`src/rtl/ctrl_pkg.sv`:
```
// ctrl_pkg: opcodes, FSM state encoding and ALUOp codes shared by the multi-cycle controller
package ctrl_pkg;
    localparam logic [5:0] OP_ADD   = 6'b000000;
    localparam logic [5:0] OP_SUB   = 6'b000001;
    localparam logic [5:0] OP_ADDIU = 6'b000010;
    localparam logic [5:0] OP_ORI   = 6'b010010;
    localparam logic [5:0] OP_SW    = 6'b110000;
    localparam logic [5:0] OP_LW    = 6'b110001;
    localparam logic [5:0] OP_BEQ   = 6'b110100;
    localparam logic [5:0] OP_BNE   = 6'b110101;
    localparam logic [5:0] OP_HALT  = 6'b111111;
    localparam logic [2:0] ALU_ADD  = 3'b000;
    localparam logic [2:0] ALU_SUB  = 3'b001;
    localparam logic [2:0] ALU_OR   = 3'b010;
    typedef enum logic [3:0] {
        S_IF     = 4'd0,
        S_ID     = 4'd1,
        S_EXE_AL = 4'd2,
        S_EXE_B  = 4'd3,
        S_EXE_LS = 4'd4,
        S_MEM_RD = 4'd5,
        S_MEM_WR = 4'd6,
        S_WB_AL  = 4'd7,
        S_WB_L   = 4'd8,
        S_HALT   = 4'd9
    } state_t;
endpackage

```
`src/rtl/multi_cycle_ctrl_if.sv`:
```
// multi_cycle_ctrl_if: instruction/flag inputs and datapath control outputs of the controller
interface multi_cycle_ctrl_if;
    logic [31:0] Instruction;
    logic        Zero;
    logic        PCWrite;
    logic        PCSrc;
    logic [15:0] Immediate;
    logic        IRWrite;
    logic        MemRead;
    logic        MemWrite;
    logic        RegWrite;
    logic        RegDst;
    logic        ALUSrcB;
    logic        MemToReg;
    logic [2:0]  ALUOp;
    logic [3:0]  State;
    modport master (
        output Instruction, Zero,
        input  PCWrite, PCSrc, Immediate, IRWrite, MemRead, MemWrite,
               RegWrite, RegDst, ALUSrcB, MemToReg, ALUOp, State
    );
    modport slave (
        input  Instruction, Zero,
        output PCWrite, PCSrc, Immediate, IRWrite, MemRead, MemWrite,
               RegWrite, RegDst, ALUSrcB, MemToReg, ALUOp, State
    );
endinterface

```
`src/rtl/ctrl_out_decode.sv`:
```
// ctrl_out_decode: Moore control decode from state and opcode; PCSrc also looks at Zero
module ctrl_out_decode
    import ctrl_pkg::*;
(
    input  state_t     state,
    input  logic [5:0] opcode,
    input  logic       Zero,
    output logic       PCWrite,
    output logic       PCSrc,
    output logic       IRWrite,
    output logic       MemRead,
    output logic       MemWrite,
    output logic       RegWrite,
    output logic       RegDst,
    output logic       ALUSrcB,
    output logic       MemToReg,
    output logic [2:0] ALUOp
);
    logic known;
    logic imm_alu;
    assign known   = opcode inside {OP_ADD, OP_SUB, OP_ADDIU, OP_ORI, OP_SW, OP_LW, OP_BEQ, OP_BNE, OP_HALT};
    assign imm_alu = opcode == OP_ADDIU || opcode == OP_ORI;
    // unknown opcodes retire straight out of ID
    assign PCWrite  = state == S_WB_AL || state == S_EXE_B || state == S_MEM_WR || state == S_WB_L ||
                      (state == S_ID && !known);
    assign PCSrc    = state == S_EXE_B && ((opcode == OP_BEQ && Zero) || (opcode == OP_BNE && !Zero));
    assign IRWrite  = state == S_IF;
    assign MemRead  = state == S_MEM_RD;
    assign MemWrite = state == S_MEM_WR;
    assign RegWrite = state == S_WB_AL || state == S_WB_L;
    assign RegDst   = state == S_WB_AL && (opcode == OP_ADD || opcode == OP_SUB);
    assign ALUSrcB  = (state == S_EXE_AL && imm_alu) || state == S_EXE_LS;
    assign MemToReg = state == S_WB_L;
    assign ALUOp    = (state == S_EXE_B || (state == S_EXE_AL && opcode == OP_SUB)) ? ALU_SUB :
                      (state == S_EXE_AL && opcode == OP_ORI) ? ALU_OR : ALU_ADD;
endmodule

```
`src/rtl/multi_cycle_ctrl.sv`:
```
// multi_cycle_ctrl: multi-cycle CPU control FSM; state register and next-state logic here
module multi_cycle_ctrl
    import ctrl_pkg::*;
(
    input logic            CLK,
    input logic            Reset,
    multi_cycle_ctrl_if.slave bus
);
    state_t     state;
    state_t     next;
    logic [5:0] opcode;
    assign opcode        = bus.Instruction[31:26];
    assign bus.Immediate = bus.Instruction[15:0];
    assign bus.State     = state;
    always_ff @(posedge CLK or negedge Reset)
        if (!Reset) state <= S_IF;
        else        state <= next;
    always_comb begin
        next = S_IF;
        case (state)
            S_IF:     next = S_ID;
            S_ID:
                case (opcode)
                    OP_ADD, OP_SUB, OP_ADDIU, OP_ORI: next = S_EXE_AL;
                    OP_BEQ, OP_BNE:                   next = S_EXE_B;
                    OP_LW, OP_SW:                     next = S_EXE_LS;
                    OP_HALT:                          next = S_HALT;
                    default:                          next = S_IF;
                endcase
            S_EXE_AL: next = S_WB_AL;
            S_EXE_LS: next = opcode == OP_LW ? S_MEM_RD : S_MEM_WR;
            S_MEM_RD: next = S_WB_L;
            S_HALT:   next = S_HALT;
            default:  next = S_IF;
        endcase
    end
    ctrl_out_decode u_dec (
        .state    (state),
        .opcode   (opcode),
        .Zero     (bus.Zero),
        .PCWrite  (bus.PCWrite),
        .PCSrc    (bus.PCSrc),
        .IRWrite  (bus.IRWrite),
        .MemRead  (bus.MemRead),
        .MemWrite (bus.MemWrite),
        .RegWrite (bus.RegWrite),
        .RegDst   (bus.RegDst),
        .ALUSrcB  (bus.ALUSrcB),
        .MemToReg (bus.MemToReg),
        .ALUOp    (bus.ALUOp)
    );
endmodule

```
`src/flat_wrapper.sv`:
```
// flat-port wrapper written by rule: the top's interface ports become plain ports
module multi_cycle_ctrl_flat import ctrl_pkg::*;
  (CLK, Reset, bus_Instruction, bus_Zero, bus_PCWrite, bus_PCSrc, bus_Immediate, bus_IRWrite, bus_MemRead, bus_MemWrite, bus_RegWrite, bus_RegDst, bus_ALUSrcB, bus_MemToReg, bus_ALUOp, bus_State);
  multi_cycle_ctrl_if bus_i ();
  input logic CLK;
  input logic Reset;
  input wire logic [$bits(bus_i.Instruction)-1:0] bus_Instruction;
  input wire logic [$bits(bus_i.Zero)-1:0] bus_Zero;
  output wire logic [$bits(bus_i.PCWrite)-1:0] bus_PCWrite;
  output wire logic [$bits(bus_i.PCSrc)-1:0] bus_PCSrc;
  output wire logic [$bits(bus_i.Immediate)-1:0] bus_Immediate;
  output wire logic [$bits(bus_i.IRWrite)-1:0] bus_IRWrite;
  output wire logic [$bits(bus_i.MemRead)-1:0] bus_MemRead;
  output wire logic [$bits(bus_i.MemWrite)-1:0] bus_MemWrite;
  output wire logic [$bits(bus_i.RegWrite)-1:0] bus_RegWrite;
  output wire logic [$bits(bus_i.RegDst)-1:0] bus_RegDst;
  output wire logic [$bits(bus_i.ALUSrcB)-1:0] bus_ALUSrcB;
  output wire logic [$bits(bus_i.MemToReg)-1:0] bus_MemToReg;
  output wire logic [$bits(bus_i.ALUOp)-1:0] bus_ALUOp;
  output wire logic [$bits(bus_i.State)-1:0] bus_State;
  assign bus_i.Instruction = bus_Instruction;
  assign bus_i.Zero = bus_Zero;
  assign bus_PCWrite = bus_i.PCWrite;
  assign bus_PCSrc = bus_i.PCSrc;
  assign bus_Immediate = bus_i.Immediate;
  assign bus_IRWrite = bus_i.IRWrite;
  assign bus_MemRead = bus_i.MemRead;
  assign bus_MemWrite = bus_i.MemWrite;
  assign bus_RegWrite = bus_i.RegWrite;
  assign bus_RegDst = bus_i.RegDst;
  assign bus_ALUSrcB = bus_i.ALUSrcB;
  assign bus_MemToReg = bus_i.MemToReg;
  assign bus_ALUOp = bus_i.ALUOp;
  assign bus_State = bus_i.State;
  multi_cycle_ctrl u_core (.CLK(CLK), .Reset(Reset), .bus(bus_i));
endmodule
```
`config.mk`:
```
export PLATFORM = sky130hd
export DESIGN_NAME = multi_cycle_ctrl_flat
export DESIGN_NICKNAME = d
export VERILOG_FILES = /design/src/rtl/ctrl_pkg.sv /design/src/rtl/multi_cycle_ctrl_if.sv /design/src/rtl/ctrl_out_decode.sv /design/src/rtl/multi_cycle_ctrl.sv /design/src/flat_wrapper.sv
export SDC_FILE = /design/constraint.sdc
export NUM_CORES = 1
export LEC_CHECK = 0
export ABC_CLOCK_PERIOD_IN_PS = 3900
export CORE_UTILIZATION = 29
export DETAILED_ROUTE_END_ITERATION = 7
export GPL_ROUTABILITY_DRIVEN = 0
export GPL_TIMING_DRIVEN = 0
export PLACE_DENSITY = 0.87
export SYNTH_ARGS = -nofsm -noshare
export SYNTH_HDL_FRONTEND = slang
export SYNTH_SLANG_ARGS = --single-unit
```
`constraint.sdc`:
```
create_clock -name CLK -period 3.9 [get_ports CLK]
set_input_delay 0.39 -clock CLK [delete_from_list [all_inputs] [get_ports CLK]]
set_output_delay 0.39 -clock CLK [all_outputs]
set_load 0.01 [all_outputs]
```
==> results.md, run 1 <==
- Outcome: finished, final reports clean
- WL final: 1517 microns
- Crit Path Category: in -> out
- Met3 Track Usage GR: under 10%
- Post-CTS Setup Bufs: 0
- CP required: between 3 and 4 ns
- Met2 GRT Util: ~24%
- Final hold slack: ~0.35 ns
- Slew Viols, Final: 0
- 1st-iter DRT viols: 24
- Num ports: between 60 and 70
- First-pass GRT wire length: 2442 microns
- CTS Buf Count: 3
- Netlist cell types: 29
- Worst-Skew Late Latency: 0.23 ns
- Fraction of layout cells with a size suffix above 1: a little over a fifth
- Avg Inst Size Synth: between 7 and 8 sq um
- Bufs and invs on worst path: 2
- Starting density of the core: around a third
- Sequential-to-total area share from yosys stat: ~17%
- Largest family of logic cells by synthesized area: simple AND/OR/NAND/NOR gates
- Clock Skew: 0.003418 ns
- Setup crit end kind: output port
- Initial antenna violation count: 0
- Nets: 160
- Seq cells post-synth: 4
- CP cell instances: clkdlybuf4s50_1, or4b_4, or4b_4, a211oi_2, clkdlybuf4s50_1
- Final worst path period share: 82.16%
- CP delay by family, top: simple AND/OR/NAND/NOR gates
- Core area: roughly 1800 sq um
- RSZ-0062 raised after global routing: false
- Reg2reg path depth: 5
- Worst hold path class: in -> async
- Clk buf depth: 2
- CP max stage delay: roughly 0.60 ns
- H-tree levels: 1
- WL per Instance: roughly 10 microns
- Row cnt: 15
- Synth Area in Compound Gates: ~18%
- Setup WS post-layout: between 0.6 and 0.7 ns
- Total gr overflow: 0
- Worst-path clk slew: about 0.040 ns
- Antenna cells: 0
- Fin cells: roughly 150
- Setup slack, reg-to-reg: 2.29 ns
- Worst-path fanout max: 6
- CTS root buf: clkbuf_4
- Final instance area: a little over 1000 sq um
- Setup violations, final: 0
- DIE HEIGHT: 46.99 microns
- Pre-CTS setup slack: just under 0.7 ns
- All-Layer GR Usage: between 10% and 20%
- DR pass1 iterations: 4
- Final TNS setup: 0 ns
- Die W: 46.99 microns
- CTS resizes: 0
- CTS tree: yes
- CP Launch Type: primary input
- DRT antenna net count: 0
- Crit. path cell count: 5
- Synth Area in Simple Gates: 37.74%
- Pwr Density: between 400 and 500 nW/um^2
- Max reg flops: 4
- Largest net degree at the start of global routing: 11
- Post-synthesis mux area share: 0%
- Max cap viols: 0
- Vias in the first global route: slightly below 600
- Post-synthesis xor/xnor area fraction: under 10%
- DRC: 0
- Net count after synthesis: about 120
- Count of warnings emitted by yosys: 0
- Static Leak: just under 0.4 nW
- Fin crit period: roughly 3.2 ns
- DPL Wire Length: between 1000 and 1500 microns
- Via count: 709
- CP max stage cell: or4b_4
- Post-Synth Adder-Cell Area: 0%
- Clk sinks: 4
- Final total power: just under 0.5 mW
- Area of the mapped netlist: 586.8 sq um
- Fill count: ~180
- Final Hold Fails: 0
- Achievable Freq: approximately 310 MHz
- Placed Cells: around 150
- Critical Path AT: 2.81 ns
- Area Growth Syn to Fin: 75.69%
- Final core utilization: between 50% and 60%
- GR peak layer: met2
- Worst VDD drop: ~0.23 mV
- Vias per cell: between 4 and 5
- Dpl cell area: between 1000 and 1500 sq um
- Met1 Usage GRT: around 20%
- Number of port buffers: 39
- Hold buffers post-CTS: 0
- DIE AREA: 2208 sq um
- Mapped Cells: a little over 80
==> synth_stat cells (all sizes together) <==
library cell,count,area (sq um)
or4b,2,27.53
a211oi,2,20.02
nand4b,1,8.760
o41ai,1,8.760
a31oi,1,6.260
xor2,1,8.760
nand2b,5,31.28
nand3,4,20.02
o221ai,1,8.760
or4,1,7.510
conb,1,3.750
nand2,5,18.77
nor4,4,25.02
inv,1,3.750
a311oi,1,8.760
and2,1,6.260
o21bai,2,15.01
nor3,3,15.01
clkbuf,4,15.01
o21ai,2,10.01
dfrtp,4,100.1
nor2b,3,18.77
nor3b,1,7.510
nor2,6,22.52
a21oi,4,20.02
or2,2,12.51
buf,17,127.6
a21o,1,8.760
==> worst register-to-register path, cell delays in order, from the launching register on <==
cell      delay, ns
dfrtp_1        0.33
clkbuf_1       0.33
nand2b_1       0.25
nor4_1         0.33
o21bai_1       0.11
a21oi_1        0.17
==> per-layer routing <==
layer	vias to the layer above	wire length (microns)	share of wire (%)
li1	359	-	-
met1	299	663	44
met2	51	691	46
met3	0	162	11
met4	0	0	0
met5	-	0	0
==> logic make-up (layout without fill, tap and decap cells) <==
| group | after synthesis | count (layout) |
|---|---|---|
| buffers and inverters | 22 | 64 |
| DFF | 4 | 4 |
| xor gates and xnor gates | 1 | 1 |
| and+or+nand+nor | 38 | 38 |
| other | 1 | 1 |
| AOI/OAI and AO/OA | 15 | 15 |
==> final timing paths <==
check | startpoint | to
setup / recovery | bus_Instruction[26] | bus_ALUSrcB
hold / removal | Reset | u_core.bus.State[0]
setup reg to reg | u_core.bus.State[0] | u_core.bus.State[2]
hold reg to reg | u_core.bus.State[3] | u_core.bus.State[1]
max in group asynchronous | Reset | u_core.bus.State[1]
min in group CLK | u_core.bus.State[3] | u_core.bus.State[1]
==> placed cells by master (no fill, tap or decap), drive strengths merged <==
master / n
a211oi: 2
a21o: 1
a21oi: 4
a311oi: 1
a31oi: 1
and2: 1
buf: 17
clkbuf: 7
clkdlybuf4s50: 39
conb: 1
dfrtp: 4
inv: 1
nand2: 5
nand2b: 5
nand3: 4
nand4b: 1
nor2: 6
nor2b: 3
nor3: 3
nor3b: 1
nor4: 4
o21ai: 2
o21bai: 2
o221ai: 1
o41ai: 1
or2: 2
or4: 1
or4b: 2
xor2: 1
==> layout make-up <==
| class | instances | area, sq um | area share, % |
|---|---|---|---|
| Multi-Input combinational cell | 55 | 340.3 | 33.01 |
| Clock buffer | 3 | 22.52 | 2.184 |
| Inverter | 1 | 3.754 | 0.3641 |
| Buffer | 21 | 142.6 | 13.83 |
| Timing Repair Buffer | 39 | 390.4 | 37.86 |
| Sequential cell | 4 | 100.1 | 9.709 |
| Tap cell | 25 | 31.28 | 3.034 |
==> where the power goes <==
| group | total [mW] | switching [mW] | internal, mW |
|---|---|---|---|
| combinational | 0.360 | 0.179 | 0.181 |
| sequential | 0.0685 | 0.00859 | 0.0599 |
| clock | 0.0516 | 0.0171 | 0.0344 |
No activity file was read; power rests on OpenSTA's default activity.
==> run 2, diff against run 1 <==
ABC_CLOCK_PERIOD_IN_PS = 2900   (was 3900)
CORE_UTILIZATION = 24   (was 29)
PLACE_DENSITY = 0.77   (was 0.87)
clock period = 2.9 ns   (was 3.9 ns; I/O delays follow)
==> run 2 against run 1 <==
Design area grew 0.12%. Via count is 1.7% higher. Clock power up 35%. Critical path depth unchanged. Setup slack got worse by 0.49 ns. Worst hold slack got worse by 0.093 ns. Combinational power up 34%. Non-clock buffer count stayed put. Routed wire length increased by 11%. Critical endpoint unchanged. Largest power group unchanged. Highest routed layer is now met4.
==> results.md, run 2 (same netlist as run 1, synthesis figures left out) <==
- Outcome: finished, final reports clean
- Clk sinks: 4
- H-tree levels: 1
- Slew Viols, Final: 0
- DR pass1 iterations: 4
- Row cnt: 17
- Commonest non-fill, non-tap cells in the layout: 37 x clkdlybuf4s50_1, 17 x buf_4, 6 x nor2_1
- Vias per cell: between 4 and 5
- Max reg flops: 4
- CP Launch Type: primary input
- Final Hold Fails: 0
- Antenna cells: 0
- CP max stage cell: or4b_4
- Setup crit end kind: output port
- CP required: 2.61 ns
- Final total power: 0.6470 mW
- Final instance area: approximately 1000 sq um
- WL per Instance: between 10 and 15 microns
- Final worst path period share: a little over 90%
- Critical Path AT: 2.40 ns
- Worst-Skew Late Latency: approximately 0.24 ns
- WL final: 1684 microns
- DRC: 0
- 1st-iter DRT viols: 21
- Crit Path Category: in -> out
- First-pass GRT wire length: approximately 2800 microns
- CP max stage delay: 0.59 ns
- Initial antenna violation count: 0
- DIE AREA: ~2600 sq um
- Worst-path clk slew: ~0.040 ns
- Pre-CTS setup slack: -0.1308 ns
- Number of port buffers: 39
- Fill count: ~230
- CTS tree: yes
- Largest net degree at the start of global routing: 11
- DIE HEIGHT: roughly 51 microns
- Via count: just over 700
- RSZ-0062 raised after global routing: false
- CTS Buf Count: 3
- Pwr Density: roughly 630 nW/um^2
- Post-CTS Setup Bufs: 0
- Total gr overflow: 0
- Core area: ~2300 sq um
- Fin crit period: between 2 and 3 ns
- Setup WS post-layout: approximately 0.21 ns
- Achievable Freq: approximately 370 MHz
- Dpl cell area: approximately 1000 sq um
- Clock Skew: around 0.0042 ns
- Clk buf depth: 2
- Worst VDD drop: 0.4492 mV
- DPL Wire Length: around 1400 microns
- Vias in the first global route: between 600 and 700
- All-Layer GR Usage: between 10% and 20%
- Final hold slack: approximately 0.26 ns
- Worst hold path class: in -> async
- CTS root buf: clkbuf_4
- Num ports: 67
- Nets: 160
- Critical Path Most Common Cell: or4b_4
- Area Growth Syn to Fin: 75.91%
- Setup violations, final: 0
- DRT antenna net count: 0
- Static Leak: between 0.4 and 0.5 nW
- Starting density of the core: 26.03%
- Fraction of layout cells with a size suffix above 1: approximately a fifth
- Most common cell after layout, fill and taps aside: clkdlybuf4s50_1
- Die W: a little over 50 microns
- CP cell instances: clkdlybuf4s50_1, or4b_4, or4b_4, a211oi_2, dlygate4sd2_1
- Worst-path fanout max: 7
- Max cap viols: 0
run 2: changes by cell type in the layout (fill, tap and decap cells not counted):
cell,change
clkdlybuf4s50_1,-2
dlygate4sd2_1,+2
run 2: path summary, 6_finish.rpt:
check                                          from             endpoint  slack [ns]  depth (start not counted)
worst max-delay path            bus_Instruction[28]          bus_ALUSrcB        0.21                          5
worst min-delay path                          Reset  u_core.bus.State[1]        0.26                          1
worst max register to register  u_core.bus.State[0]  u_core.bus.State[2]        1.29                          5
worst min register to register  u_core.bus.State[3]  u_core.bus.State[1]        0.79                          2
max in group asynchronous                     Reset  u_core.bus.State[3]        2.46                          1
min in group CLK                bus_Instruction[26]  u_core.bus.State[0]        0.66                          3
run 2: critical path, delay by kind of cell:
kind,cells,cell delay [ns]
AOI/OAI and AO/OA,1,0.20
and+or+nand+nor,2,1.12
buffers and inverters,2,0.80
run 2: what timing repair did:
action | in CTS | in global routing
hold buffers | 0 | 0
resized for setup | 2 | 0
endpoints found under the setup margin | 1 | 0
endpoints found under the hold margin | 0 | 0
run 2: stage by stage:
step                      setup TNS, ns  util, %  instances
after floorplan                       0        -         81
after global placement          -0.1054    44.89        148
after detailed placement        -0.1308    44.89        148
after CTS                             0    45.78        151
after global routing                  0    45.78        151
final                                 0    45.78        151
run 2: metal layers:
layer	GRT usage (%)	up-vias	part of all wire (%)
li1	-	359	-
met1	18.12	313	43
met2	22.73	46	48
met3	2.083	3	8.4
met4	6.757	0	0.95
met5	0	-	0
run 2: final cells by class:
| cell class | instances | area [sq um] | share of cell area [%] |
|---|---|---|---|
| Timing Repair Buffer | 39 | 387.9 | 37.58 |
| Sequential cell | 4 | 100.1 | 9.697 |
| Buffer | 21 | 142.6 | 13.82 |
| Tap cell | 28 | 35.03 | 3.394 |
| Inverter | 1 | 3.754 | 0.3636 |
| Multi-Input combinational cell | 55 | 340.3 | 32.97 |
| Clock buffer | 3 | 22.52 | 2.182 |
run 2: power breakdown:
part	leakage, nW	switching (mW)	total, mW	internal [mW]
registers	0.0525	0.0126	0.0932	0.0806
clock network	0.0138	0.0234	0.0697	0.0463
logic	0.336	0.244	0.484	0.240
==> run 3, diff against run 2 <==
CORE_ASPECT_RATIO = 0.75   (was default)
SKIP_LAST_GASP = 1   (was default)
==> run 3 against run 2 <==
Clock-buffer cell count stayed put. Die area about the same. Sequential cell count unchanged. Clock power is 5.2% lower. Maximum frequency up 3.5%. Routed wire length fell by 8.6%. Non-clock buffer count is the same. Register-to-register slack improved by 0.02 ns. First-iteration DRC count shrank 9.5%. Sequential power up 1%. Power down 0.62%. Sequential share of layout area decreased by 0.093 points.
==> results.md, run 3 (same netlist as run 1, synthesis figures left out) <==
- Worst VDD drop: 0.1816 mV
- WL final: roughly 1500 microns
- Area Growth Syn to Fin: 77.61%
- Final TNS setup: 0 ns
- Fraction of layout cells with a size suffix above 1: roughly a fifth
- CTS Buf Count: 3
- Vias in the first global route: slightly above 600
- DR pass1 iterations: 4
- Setup crit end kind: output port
- Pwr Density: approximately 600 nW/um^2
- Nets: between 150 and 200
- Max reg flops: 4
- Hold buffers post-CTS: 0
- CP Launch Point: u_core.bus.State[2]
- CP Launch Type: flip-flop
- Total gr overflow: 0
- Row cnt: 15
- Number of port buffers: 39
- Reg2reg path depth: 5
- Num ports: 67
- Setup slack, reg-to-reg: 1.31 ns
- All-Layer GR Usage: between 10% and 20%
- DIE HEIGHT: 44.83 microns
- Die W: roughly 59 microns
- Clock Skew: 0.003322 ns
- CTS resizes: 2
- Final core utilization: between 40% and 50%
- Final Hold Fails: 0
- DIE AREA: ~2600 sq um
- Setup WS post-layout: 0.2988 ns
- RSZ-0062 raised after global routing: false
- Fin crit period: 2.601 ns
- Most common cell after layout, fill and taps aside: clkdlybuf4s50_1
- Int Pwr: between 0.3 and 0.4 mW
- Outcome: finished, final reports clean
- Clk buf depth: 2
- CTS root buf: clkbuf_4
- Antenna cells: 0
- Worst hold path class: in -> async
- Slew Viols, Final: 0
- R2R Path Start: u_core.bus.State[0]
- DRT antenna net count: 0
- Starting density of the core: 25.42%
- Commonest non-fill, non-tap cells in the layout: 36 x clkdlybuf4s50_1, 17 x buf_4, 6 x nor2_1
- First-pass GRT wire length: roughly 2400 microns
- Crit Path Category: reg -> out
- Worst-path fanout max: 10
- Via count: between 700 and 800
- H-tree levels: 1
- Static Leak: 0.4173 nW
- Worst-Skew Late Latency: approximately 0.23 ns
- CTS tree: yes
- Initial antenna violation count: 0
- DPL Wire Length: ~1300 microns
- Largest net degree at the start of global routing: 11
- Critical Path AT: about 2.3 ns
- Worst Setup EP: bus_PCWrite
- WL per Instance: approximately 9.8 microns
- CP required: approximately 2.6 ns
- DRC: 0
- Setup violations, final: 0
- Max cap viols: 0
- Vias per cell: approximately 4.5
- Achievable Freq: approximately 380 MHz
- R2R Path End: u_core.bus.State[2]
- Final worst path period share: around nine tenths
- Sw Ratio: 42.73%
- Seq pwr share: between 10% and 20%
- Net Sw Power: 0.2747 mW
- Clk pwr share: between 10 and 15%
- Worst-path clk slew: roughly 0.04 ns
- Post-CTS Setup Bufs: 0
- Logic pwr share: 75.1%
- 1st-iter DRT viols: 19
- Clk sinks: 4
- Pre-CTS setup slack: -0.09551 ns
- Core area: ~2300 sq um
[run 3: changes by cell type in the layout (fill, tap and decap cells not counted), sizes merged]
cell	previous run	this run
clkdlybuf4s50	37	36
dlymetal6s2s	0	1
[run 3: per-layer routing]
layer  GRT usage (%)  share of wire, %
met5               0                 0
met2           18.86                44
met1           16.75                47
met3           2.865               8.4
met4           1.429                 0
[run 3: critical path: stages, from the launching register on]
cell and delay [ns]:
dfrtp_1 0.38, clkbuf_1 0.21, nor2_1 0.29, o21ai_0 0.20, o41ai_1 0.39, clkdlybuf4s50_1 0.61
[run 3: final cells by class]
cell class                 count  area (sq um)
sequential                     4         100.1
buffer                        21         142.6
inverter                       1         3.754
multi-input combinational     55         340.3
fill                         224          1266
clock buffer                   3         22.52
timing repair buffer          39         390.4
tap                           34         42.54
[run 3: worst min-delay path by stage]
stage | slack [ns] | to | start
6_report | 0.26 | u_core.bus.State[0] | Reset
5_1_grt | 0.27 | u_core.bus.State[0] | Reset
4_1_cts | 0.26 | u_core.bus.State[0] | Reset
3_5_place_dp | 0.51 | u_core.bus.State[0] | Reset
3_3_place_gp | 0.50 | u_core.bus.State[0] | Reset
2_1_floorplan | -0.006 | u_core.bus.State[0] | Reset
[run 3: power groups by stage]
stage	combinational [mW]	sequential [mW]	clock, mW
after global routing	0.525	0.0974	0.0730
after global placement	0.474	0.0951	0
after detailed placement	0.482	0.0954	0
after CTS	0.482	0.0950	0.0694
after floorplan	0.256	0.105	0
final	0.483	0.0943	0.0661
[run 3: stage by stage]
stage	std cells	power, mW	cell area [sq um]	hold WS [ns]
global route	157	0.6953	1042	0.2733
global placement	154	0.5687	1020	0.4997
detailed placement	154	0.5774	1020	0.5083
finish	157	0.6430	1042	0.2615
CTS	157	0.6465	1040	0.2622
floorplan	81	0.3610	586.8	-0.005591
